[src/rtl/mux_pipeline_arbiter_pkg.sv]
// Shared toolbox for the mux/arbiter blocks: index-width and one-hot encoding
// helpers, plus the arbitration decision type.
package mux_pipeline_arbiter_pkg;

  localparam int unsigned CNT_W = 8;

  typedef enum logic [1:0] {
    DEC_IDLE,
    DEC_HOLD,
    DEC_ROTATE
  } dec_e;

  // Index width for n items; never less than one bit.
  function automatic int unsigned clog2(input int unsigned n);
    int unsigned r;
    r = 1;
    while ((64'd1 << r) < 64'(n)) r++;
    return r;
  endfunction

  function automatic int unsigned onehot_to_bin(input logic [63:0] oh);
    int unsigned b;
    b = 0;
    for (int unsigned i = 0; i < 64; i++) begin
      if (oh[i]) b = b | i;
    end
    return b;
  endfunction

endpackage

[src/rtl/mux_pipeline_arbiter_valid_delay_line.sv]
// Fixed-depth valid/data shift register tracking selections in flight through
// the downstream pipelined mux.
module valid_delay_line #(
  parameter int unsigned DEPTH = 2,
  parameter int unsigned WIDTH = 2
) (
  input  logic             clk,
  input  logic             rst_n,
  input  logic             in_valid,
  input  logic [WIDTH-1:0] in_data,
  output logic             out_valid,
  output logic [WIDTH-1:0] out_data
);

  logic [DEPTH-1:0] vld_q;
  logic [WIDTH-1:0] dat_q [DEPTH];

  always_ff @(posedge clk or negedge rst_n) begin
    if (!rst_n) begin
      vld_q <= '0;
      for (int unsigned i = 0; i < DEPTH; i++) dat_q[i] <= '0;
    end else begin
      vld_q[0] <= in_valid;
      dat_q[0] <= in_data;
      for (int unsigned i = 1; i < DEPTH; i++) begin
        vld_q[i] <= vld_q[i-1];
        dat_q[i] <= dat_q[i-1];
      end
    end
  end

  assign out_valid = vld_q[DEPTH-1];
  assign out_data  = dat_q[DEPTH-1];

endmodule

[src/rtl/mux_pipeline_arbiter.sv]
// Round-robin arbiter with burst limiting that drives a pipelined mux select
// and tracks which requester owns each mux output LATENCY cycles later.
module mux_pipeline_arbiter
  import mux_pipeline_arbiter_pkg::*;
#(
  parameter int unsigned INPUT_COUNT = 4,
  parameter int unsigned LATENCY     = 2,
  parameter int unsigned MAX_BURST   = 4
) (
  input  logic                          clk,
  input  logic                          rst_n,
  input  logic                          en,
  input  logic [INPUT_COUNT-1:0]        req,
  output logic [INPUT_COUNT-1:0]        gnt,
  output logic [clog2(INPUT_COUNT)-1:0] sel,
  output logic                          issue_valid,
  output logic                          out_valid,
  output logic [clog2(INPUT_COUNT)-1:0] out_tag
);

  localparam int unsigned IW = clog2(INPUT_COUNT);

  logic [IW-1:0]          ptr_q, ptr_d;
  logic [CNT_W-1:0]       cnt_q, cnt_d;
  logic [INPUT_COUNT-1:0] gnt_d;
  logic [IW-1:0]          rr_idx, pick;
  logic                   rr_found;
  dec_e                   dec;

  // ptr_q holds (last granted + 1) mod INPUT_COUNT, so the search starts there.
  always_comb begin
    rr_found = 1'b0;
    rr_idx   = '0;
    for (int unsigned i = 0; i < INPUT_COUNT; i++) begin
      int unsigned j;
      j = int'(ptr_q) + i;
      if (j >= INPUT_COUNT) j = j - INPUT_COUNT;
      if (!rr_found && req[IW'(j)]) begin
        rr_found = 1'b1;
        rr_idx   = IW'(j);
      end
    end
  end

  // The owner (sel) only counts as such once cnt_q is non-zero after reset.
  always_comb begin
    dec   = DEC_IDLE;
    pick  = sel;
    gnt_d = '0;
    cnt_d = cnt_q;
    ptr_d = ptr_q;
    if (en) begin
      if (cnt_q != '0 && req[sel] && cnt_q < CNT_W'(MAX_BURST)) begin
        dec   = DEC_HOLD;
        pick  = sel;
        cnt_d = cnt_q + CNT_W'(1);
      end else if (rr_found) begin
        dec   = DEC_ROTATE;
        pick  = rr_idx;
        cnt_d = CNT_W'(1);
      end
    end
    if (dec != DEC_IDLE) begin
      gnt_d[pick] = 1'b1;
      ptr_d       = (pick == IW'(INPUT_COUNT - 1)) ? '0 : pick + IW'(1);
    end
  end

  always_ff @(posedge clk or negedge rst_n) begin
    if (!rst_n) begin
      gnt         <= '0;
      sel         <= '0;
      issue_valid <= 1'b0;
      ptr_q       <= '0;
      cnt_q       <= '0;
    end else begin
      gnt         <= gnt_d;
      issue_valid <= (dec != DEC_IDLE);
      ptr_q       <= ptr_d;
      cnt_q       <= cnt_d;
      if (dec != DEC_IDLE) sel <= IW'(onehot_to_bin(64'(gnt_d)));
    end
  end

  valid_delay_line #(
    .DEPTH(LATENCY),
    .WIDTH(IW)
  ) u_delay (
    .clk      (clk),
    .rst_n    (rst_n),
    .in_valid (issue_valid),
    .in_data  (sel),
    .out_valid(out_valid),
    .out_data (out_tag)
  );

endmodule

[config.mk]
export PLATFORM = sky130hd
export DESIGN_NAME = mux_pipeline_arbiter
export DESIGN_NICKNAME = d
export VERILOG_FILES = /design/src/rtl/mux_pipeline_arbiter_pkg.sv /design/src/rtl/mux_pipeline_arbiter_valid_delay_line.sv /design/src/rtl/mux_pipeline_arbiter.sv
export SDC_FILE = /design/constraint.sdc
export NUM_CORES = 1
export LEC_CHECK = 0
export BUFFER_PORTS_ARGS = -buffer_cell sky130_fd_sc_hd__buf_2
export CAP_MARGIN = 10
export CORE_MARGIN = 4
export CORE_UTILIZATION = 54
export DETAILED_ROUTE_END_ITERATION = 8
export PLACE_DENSITY = 0.76
export SLEW_MARGIN = 40
export SYNTH_ARGS = -nofsm -noshare
export SYNTH_HDL_FRONTEND = slang
export SYNTH_SLANG_ARGS = --single-unit
[constraint.sdc]
create_clock -name clk -period 2.6 [get_ports clk]
set_input_delay 0 -clock clk [delete_from_list [all_inputs] [get_ports clk]]
set_output_delay 0 -clock clk [all_outputs]
set_load 0.03 [all_outputs]
**Yosys cells after proc, flatten, opt, wreduce, memory -nomap -nowiden**

Cells that the tools add are included.

- $add $sub $neg: 9
- Order comparisons: 12
- Equal/unequal tests: 1
- Muxes and demuxes: 37
- Reduce and logical (&&, ||, !) cells: 13

Operators with widths:

| cell | count |
|---|---|
| $mux W2 | 17 |
| $lt A2 B3 Y1 const B | 6 |
| $mux W8 | 2 |
| $mux W1 | 11 |
| $bmux W1 S2 | 5 |
| $ge A3 B3 Y1 const B | 3 |
| $add A8 B1 Y8 const B | 1 |
| $lt A8 B3 Y1 const B | 1 |
| $reduce_bool A8 Y1 | 1 |
| $sub A2 B1 Y2 const B | 4 |
| $add A2 B2 Y3 const B | 2 |
| $logic_and A1 B1 Y1 | 6 |
| $mux W4 | 1 |
| $reduce_bool A2 Y1 | 2 |
| $add A2 B1 Y3 const B | 1 |
| $ge A2 B3 Y1 const B | 1 |
| $logic_not A1 Y1 | 3 |
| $add A2 B1 Y2 const B | 1 |
| $demux W1 S2 | 1 |
| $eq A2 B2 Y1 const B | 1 |
| $ge A2 B1 Y1 const B | 1 |
| $reduce_and A2 Y1 | 1 |

- Register bits after elaboration: 23
- Bits of input ports: 7
- Output and inout port bits: 10
- Logic and storage cells: 80

**Logic depth before layout (Yosys ltp)**

Gate-level depths: netlist of the first run.

- Word-level depth: 25
- Depth in mapped cells: 9
- Depth with buffers taken out: 9

**Cells and area by module**

A second synthesis of the first run with hierarchy kept.

- Cell total of the unflattened synthesis: 95
- Area, all modules: 1061.0 µm²

By module, submodules not included:

| module | instances | cells an instance | area an instance (µm²) | seq. area each (µm²) |
|---|---|---|---|---|
| mux_pipeline_arbiter | 1 | 87 | 895.9 | 425.4 |
| valid_delay_line | 1 | 8 | 165.2 | 150.1 |

**Worst setup path before layout of the first run**

No wires, ideal clock.

- Path type: register to register
- Start: register cnt_q[0]
- End: register sel[0]
- Library setup time: 0.120 ns
- Arrival: 2.207 ns
- Required time: 2.480 ns
- Path slack: 0.273 ns
- Stages on the path, launching flop included: 10
- Buffers on the path: 0
- Clock period less this slack: 2.327 ns
- Cells stage by stage: dfrtp_1 > inv_1 > ha_1 > or3_1 > a211oi_4 > a21oi_4 > mux2_4 > ha_1 > o21ai_0 > nand2_1

- Word-level cells in the longest chain between the ends: 13
- Elaborated cells between the ends (all ways): 18
- Classes of those cells: order compare (3); mux (10); reduce/logical (5)

RTL lines:

| what | line | source |
|---|---|---|
| from (decl) | mux_pipeline_arbiter.sv:24 | `logic [CNT_W-1:0] cnt_q, cnt_d;` |
| from (signal assigned) | mux_pipeline_arbiter.sv:80 | `cnt_q <= cnt_d;` |
| parallel branches: the longest is 2 deep, another holds $lt A8 B3 Y1 | -- |  |
| $logic_and A1 B1 Y1 * | mux_pipeline_arbiter.sv:53 | `if (cnt_q != '0 && req[sel] && cnt_q < CNT_W'(MAX_BURST)) begin` |
| $mux W2 | mux_pipeline_arbiter.sv:53 |  |
| $mux W2 | mux_pipeline_arbiter.sv:52 | `if (en) begin` |
| $lt A2 B3 Y1 (implied by the code) or $ge A2 B1 Y1 (tied branches) | mux_pipeline_arbiter.sv:64 | `gnt_d[pick] = 1'b1;` |
| $logic_and A1 B1 Y1 (implied by the code) | mux_pipeline_arbiter.sv:64 |  |
| $mux W1 (implied by the code) | mux_pipeline_arbiter.sv:64 |  |
| $demux W1 S2 | mux_pipeline_arbiter.sv:64 |  |
| $mux W4 | mux_pipeline_arbiter.sv:63 | `if (dec != DEC_IDLE) begin` |
| $mux W1 | mux_pipeline_arbiter_pkg.sv:25 | `if (oh[i]) b = b \| i;` |
| $mux W2 (2 in series) | mux_pipeline_arbiter_pkg.sv:25 |  |
| to (signal assigned) | mux_pipeline_arbiter.sv:81 | `if (dec != DEC_IDLE) sel <= IW'(onehot_to_bin(64'(gnt_d)));` |
| to (decl) | mux_pipeline_arbiter.sv:15 | `output logic [clog2(INPUT_COUNT)-1:0] sel,` |

Mark *: on every way between the ends.
A chain may end at the register's enable or synchronous reset.

**Final worst setup path of the first run**

- Start: register cnt_q[1]
- End: register sel[0]

The elaborated chain is that of the path after synthesis.

==> results of run 1 <==
-- critical path, cell delays in order, from the launching register on --
cell and delay (ps):
dfrtp_1 420, inv_1 80, ha_1 170, or3_1 410, a211oi_4 270, a21oi_4 170, mux2_4 350, ha_1 210
o21ai_0 150, nand2_1 70
-- through the flow --
step / utilization, % / setup WS (ps) / cell area (µm²)
6_report: 64.16 / 212.7 / 1259
5_1_grt: 64.16 / 7.901 / 1259
4_1_cts: 64.16 / 153.6 / 1259
3_5_place_dp: 61.80 / 176.9 / 1212
3_3_place_gp: 61.80 / 212.6 / 1212
2_1_floorplan: - / 272.9 / 1110
-- placed cells by master, fill, tap and decap left out, types with 3 or more instances in the layout --
| cell type | synthesis | layout |
|---|---|---|
| inv_1 | 3 | 3 |
| mux2i_1 | 4 | 4 |
| nor2_1 | 11 | 11 |
| a41oi_1 | 3 | 3 |
| and2_1 | 4 | 4 |
| ha_1 | 6 | 6 |
| a21oi_1 | 3 | 3 |
| clkbuf_4 | 0 | 3 |
| buf_2 | 0 | 16 |
| nand2_1 | 10 | 10 |
| dfrtp_1 | 23 | 23 |
-- power by group --
part	switching, W	internal, W
clock	0.0000903	0.0000595
sequential	0.0000852	0.000451
combinational	0.000323	0.000233
-- flip-flops by register name (all words and copies together), names as in the netlist --
| register | count |
|---|---|
| u_delay.dat_q | 2 |
| issue_valid | 1 |
| gnt | 4 |
| cnt_q | 8 |
| ptr_q | 2 |
| u_delay.vld_q | 2 |
| sel | 2 |
| u_delay.out_data | 2 |
-- worst max path at each step --
stage          cells after the start            endpoint  slack, ps                  from
2_1_floorplan                      9  sel[0]$_DFFE_PN0P_        270  cnt_q[0]$_DFFE_PN0P_
3_3_place_gp                       9  sel[0]$_DFFE_PN0P_        210  cnt_q[1]$_DFFE_PN0P_
3_5_place_dp                       9  sel[0]$_DFFE_PN0P_        180  cnt_q[1]$_DFFE_PN0P_
4_1_cts                            9  sel[0]$_DFFE_PN0P_        150  cnt_q[1]$_DFFE_PN0P_
5_1_grt                            9  sel[1]$_DFFE_PN0P_          8  cnt_q[1]$_DFFE_PN0P_
6_report                           9  sel[0]$_DFFE_PN0P_        210  cnt_q[1]$_DFFE_PN0P_
-- layer usage --
metal  vias up  track usage (%)  part of all wire (%)
li1        372                -                     -
met1       376            22.66                    48
met2        14            25.92                    46
met3         4            4.225                   5.0
met4         0            3.404                   1.0
met5         -                0                     0
-- logic make-up after synthesis --
family | count (synthesis) | synth area share [%]
compound gates | 20 | 16.91
mux | 6 | 6.314
flops | 23 | 51.86
buf+inv | 6 | 2.705
fa+ha+maj | 6 | 6.764
simple gates | 34 | 15.45
-- what timing repair did --
action	in CTS	in global routing
hold buffers	2	0
endpoints found under the hold margin	24	0
setup endpoints to repair	0	1
-- cell type report --
cell class | instances | area, µm² | area share, %
Clock buffer | 4 | 26.28 | 2.087
Inverter | 3 | 11.26 | 0.8946
Multi-Input combinational cell | 66 | 504.2 | 40.06
Sequential cell | 23 | 575.6 | 45.73
Tap cell | 27 | 33.78 | 2.684
Timing Repair Buffer | 19 | 107.6 | 8.549
==> results.yml, run 1 <==
logic_synthesis:
  synthCells: 95
  synth_ff_type: "dfrtp_1"
  synth.top_cell.area_share_pct: 51.86
  synth_edf_count: 0
  synth_commonest_cells: "dfrtp_1 (23), nor2_1 (11), nand2_1 (10)"
  yosys-top-cells-area: "dfrtp_1 (52%), ha_1 (6.8%), nor2_1 (3.7%)"
  syn_nets: 108
  syn_area_per_cell_um2: 11.68
  synth.distinct_cells: 31
  synth_seq_cells: 23
  syn_area_um2: 1110
  synth.largest_area_cell: "dfrtp_1"
  async_reset_ff_share_pct: 100.0
  yosysMostFrequentCell: "dfrtp_1"
  synth-seq-area-share_pct: 51.86
  yosys_warnings: 0
clock_network:
  cts_htree_levels: 1
  cts.clk_slew.worst_paths_ps: 110
  clockBufferDepth: 2
  postCtsSetupRepairBufs: 0
  cts_resized: 0
  cts_tree: "done"
  cts_root_buf: "clkbuf_4"
  cts.sinks: 23
  cts_buffers: 3
  clkLatencyLatePin_ps: 290
place:
  hpwl_um: 1453
  dp_cells: 136
  port_buffers: 16
  gp_congestion: 0.7847
power:
  pwr_density_cell_nw_per_um2: 985.7
  vdd_ir_drop_max_mv: 0.6470
  p_leak_nw: 0.6325
  power_w: 0.001241
global_routing:
  antenna_found_initial: 0
  grt.overflow.total: 0
  grt_max_degree: 24
  grtUsageTotal_pct: 16.45
  grt_pass1_wl_um: 3422
  first_global_vias: 757
worst_hold_path:
  holdCritPathClass: "in -> reg"
  hold_end: "ptr_q[0]$_DFFE_PN0P_"
  hp-start: "req[1]"
  hold_depth: 3
setup_path:
  worstSetupPathType: "reg -> reg"
  worstPathArrival_ps: 2570
  rrSetupSlack_ps: 210
  r2r_end: "sel[0]$_DFFE_PN0P_"
  rr_startpoint: "cnt_q[1]$_DFFE_PN0P_"
  crit_path_end_kind: "flip-flop"
  critPathMaxFanout: 10
  ff2ff_path_depth: 9
  required_ps: 2790
  start_kind: "flip-flop"
floorplanning:
  die-area_um2: 2845
  fp.dieH_um: 53.34
  pin_count: 17
  die_x_um: 53.34
  row_count: 16
  fp.coreArea_um2: 1962
  initial_core_util_pct: 56.57
timing:
  hold_slack_ps: 129.3
  fin_crit_sh_pct: 91.82
  relSlewSlack_pct: 59.07
  setup_tns_ps: 0
  fin_skew_ps: 1.978
  hold_viol: 0
  finalCriticalPeriod_ps: 2387
  setup_viol: 0
  max_clock_freq_mhz: 418.9
  drv_slew: 0
  rsz0062_at_grt: "false"
  worst_slew_pin_slew_ps: 611.8
job:
  maxCapViolCount: 0
route:
  wl_um: 1898
  drt_iter0_drc: 18
  antenna_left: 0
  avgRoutedWirePerCell_um: 13.37
  via_count: 766
  drc: 0
  viasPerCell: 5.394
  dr.pass1.iters: 4
final_layout:
  num_antenna_cells: 0
  num-fill-cells: 173
  fin_nets: 129
  drive_above_1_share_pct: 24.35
  fin_cells: 142
  syn_to_final_growth_pct: 13.42
run_status:
  status: "finished, final reports clean"
(Power assumes the default switching activity.)
==> run 2: changes to the inputs <==
--- a/config.mk
+++ b/config.mk
@@ -10,7 +10,7 @@
 export CORE_MARGIN = 4
 export CORE_UTILIZATION = 54
 export DETAILED_ROUTE_END_ITERATION = 8
-export PLACE_DENSITY = 0.76
+export PLACE_DENSITY = 0.74
 export SLEW_MARGIN = 40
 export SYNTH_ARGS = -nofsm -noshare
 export SYNTH_HDL_FRONTEND = slang
==> run 2 against run 1 <==
Net effect:
- design area shrank 0.40%
- clock skew is essentially flat
- register-to-register slack lost 50 ps
- first-iteration DRC count shrank 11%
- sequential power grew 1%
- clock power grew 6%
==> results.yml, run 2 (synthesis gave the netlist of run 1 again) <==
run_status:
  status: "finished, final reports clean"
timing:
  hold_slack_ps: 119.0
  drv_slew: 0
  setup_tns_ps: 0
  rsz0062_at_grt: "false"
  finalCriticalPeriod_ps: 2433
  fin_crit_sh_pct: 93.60
  worst_slew_pin_slew_ps: 618.5
  setup_viol: 0
  relSlewSlack_pct: 58.62
  hold_viol: 0
  fin_skew_ps: 2.228
  max_clock_freq_mhz: 410.9
clock_network:
  cts_htree_levels: 1
  cts_tree: "done"
  cts_root_buf: "clkbuf_4"
  clkLatencyLatePin_ps: 300
  cts_buffers: 3
  cts.sinks: 23
  cts.clk_slew.worst_paths_ps: 120
  postCtsSetupRepairBufs: 0
  clockBufferDepth: 2
global_routing:
  grt_max_degree: 24
  grt_pass1_wl_um: 3318
  first_global_vias: 735
  grt.overflow.total: 0
  grtUsageTotal_pct: 16.36
  antenna_found_initial: 0
power:
  p_seq_share_pct: 43.7
  power_w: 0.001244
  p_int_w: 0.0007333
  p_leak_nw: 0.6301
  pwr_density_cell_nw_per_um2: 992.1
  power.share.switching_pct: 41.04
  combPwrFrac_pct: 43.6
  clockPowerShare_pct: 12.8
  p_switching_w: 0.0005105
  vdd_ir_drop_max_mv: 0.5530
setup_path:
  start_kind: "flip-flop"
  worstSetupPathType: "reg -> reg"
  crit_path_end_kind: "flip-flop"
  worstPathArrival_ps: 2630
  required_ps: 2800
  critPathMaxFanout: 10
route:
  wl_um: 1894
  drt_iter0_drc: 16
  antenna_left: 0
  avgRoutedWirePerCell_um: 13.43
  drc: 0
  dr.pass1.iters: 4
  via_count: 757
  viasPerCell: 5.369
final_layout:
  largest_reg_flops: 8
  utilization_pct: 63.90
  fin_nets: 128
  num-fill-cells: 172
  final_common_cell: "dfrtp_1"
  drive_above_1_share_pct: 25.44
  final_cell_mix: "dfrtp_1 (22), buf_2 (16), nor2_1 (11)"
  syn_to_final_growth_pct: 12.96
  final_area_um2: 1254
  num_antenna_cells: 0
  regMostFlops: "cnt_q"
  largestRegisters: "cnt_q (8), gnt (4)"
floorplanning:
  fp.coreArea_um2: 1962
  initial_core_util_pct: 56.57
  pin_count: 17
  row_count: 16
  die_x_um: 53.34
  fp.dieH_um: 53.34
  die-area_um2: 2845
worst_hold_path:
  holdCritPathClass: "in -> reg"
place:
  hpwl_um: 1401
  port_buffers: 16
  gp_congestion: 0.7940
  place_area_um2: 1205
job:
  maxCapViolCount: 0
run 2: cell count changes in the layout (fill, tap and decap cells not counted):
cell	before	now
buf_4	1	0
clkbuf_1	1	0
clkinv_2	0	1
dfrtp_1	23	22
dfrtp_2	0	1
run 2: area by class of cell:
type | instances | area, µm² | share of cell area (%)
Timing Repair Buffer | 18 | 100.1 | 7.984
Multi-Input combinational cell | 66 | 504.2 | 40.22
Sequential cell | 23 | 576.8 | 46.01
Inverter | 3 | 11.26 | 0.8982
Clock inverter | 1 | 5.005 | 0.3992
Tap cell | 27 | 33.78 | 2.695
Clock buffer | 3 | 22.52 | 1.796
run 2: layer usage:
layer  global-route usage, %  up-vias  part of all wire, %  routed length, µm
met5                       0        -                    0                  0
met4                   5.532        0                 0.69                 13
met3                   3.380        2                  6.1                116
met2                   26.73       26                   46                862
met1                   21.29      357                   48                902
li1                        -      372                    -                  -
run 2: stage by stage:
step | worst slack [ps] | cells
4_1_cts | 82.72 | 141
6_report | 166.5 | 141
5_1_grt | 19.38 | 141
3_3_place_gp | 174.5 | 135
3_5_place_dp | 104.7 | 135
2_1_floorplan | 272.9 | 95
run 2: repair_timing:
item	4_1_cts	5_1_grt
endpoints found under the setup margin	0	3
hold endpoints to repair	24	0
resized for setup	0	1
hold buffers	2	0
run 2: path summary, 6_finish.rpt:
kind                       cells after the start                       start                             to  slack (ps)
min                                            3                      req[1]           ptr_q[0]$_DFFE_PN0P_         120
min in group asynchronous                      2                       rst_n     u_delay.vld_q[1]$_DFF_PN0_         200
max reg2reg                                    9        cnt_q[1]$_DFFE_PN0P_             sel[0]$_DFFE_PN0P_         170
max in group asynchronous                      2                       rst_n           cnt_q[0]$_DFFE_PN0P_        2040
min reg2reg                                    0  u_delay.dat_q[3]$_DFF_PN0_  u_delay.out_data[1]$_DFF_PN0_         360
max                                            9        cnt_q[1]$_DFFE_PN0P_             sel[0]$_DFFE_PN0P_         170
run 2: critical path, cell delays in order (launching register included):
cell,delay [ps]
dfrtp_1,440
inv_1,80
ha_1,170
or3_1,400
a211oi_4,270
a21oi_4,170
mux2_4,340
ha_1,200
o21ai_0,180
nand2_1,80
run 2: power groups by stage:
stage	logic (W)	clock network, W	registers (W)
floorplan	0.000380	0	0.000594
CTS	0.000553	0.000163	0.000542
finish	0.000542	0.000159	0.000543
global route	0.000604	0.000183	0.000563
global placement	0.000539	0	0.000543
detailed placement	0.000548	0	0.000549
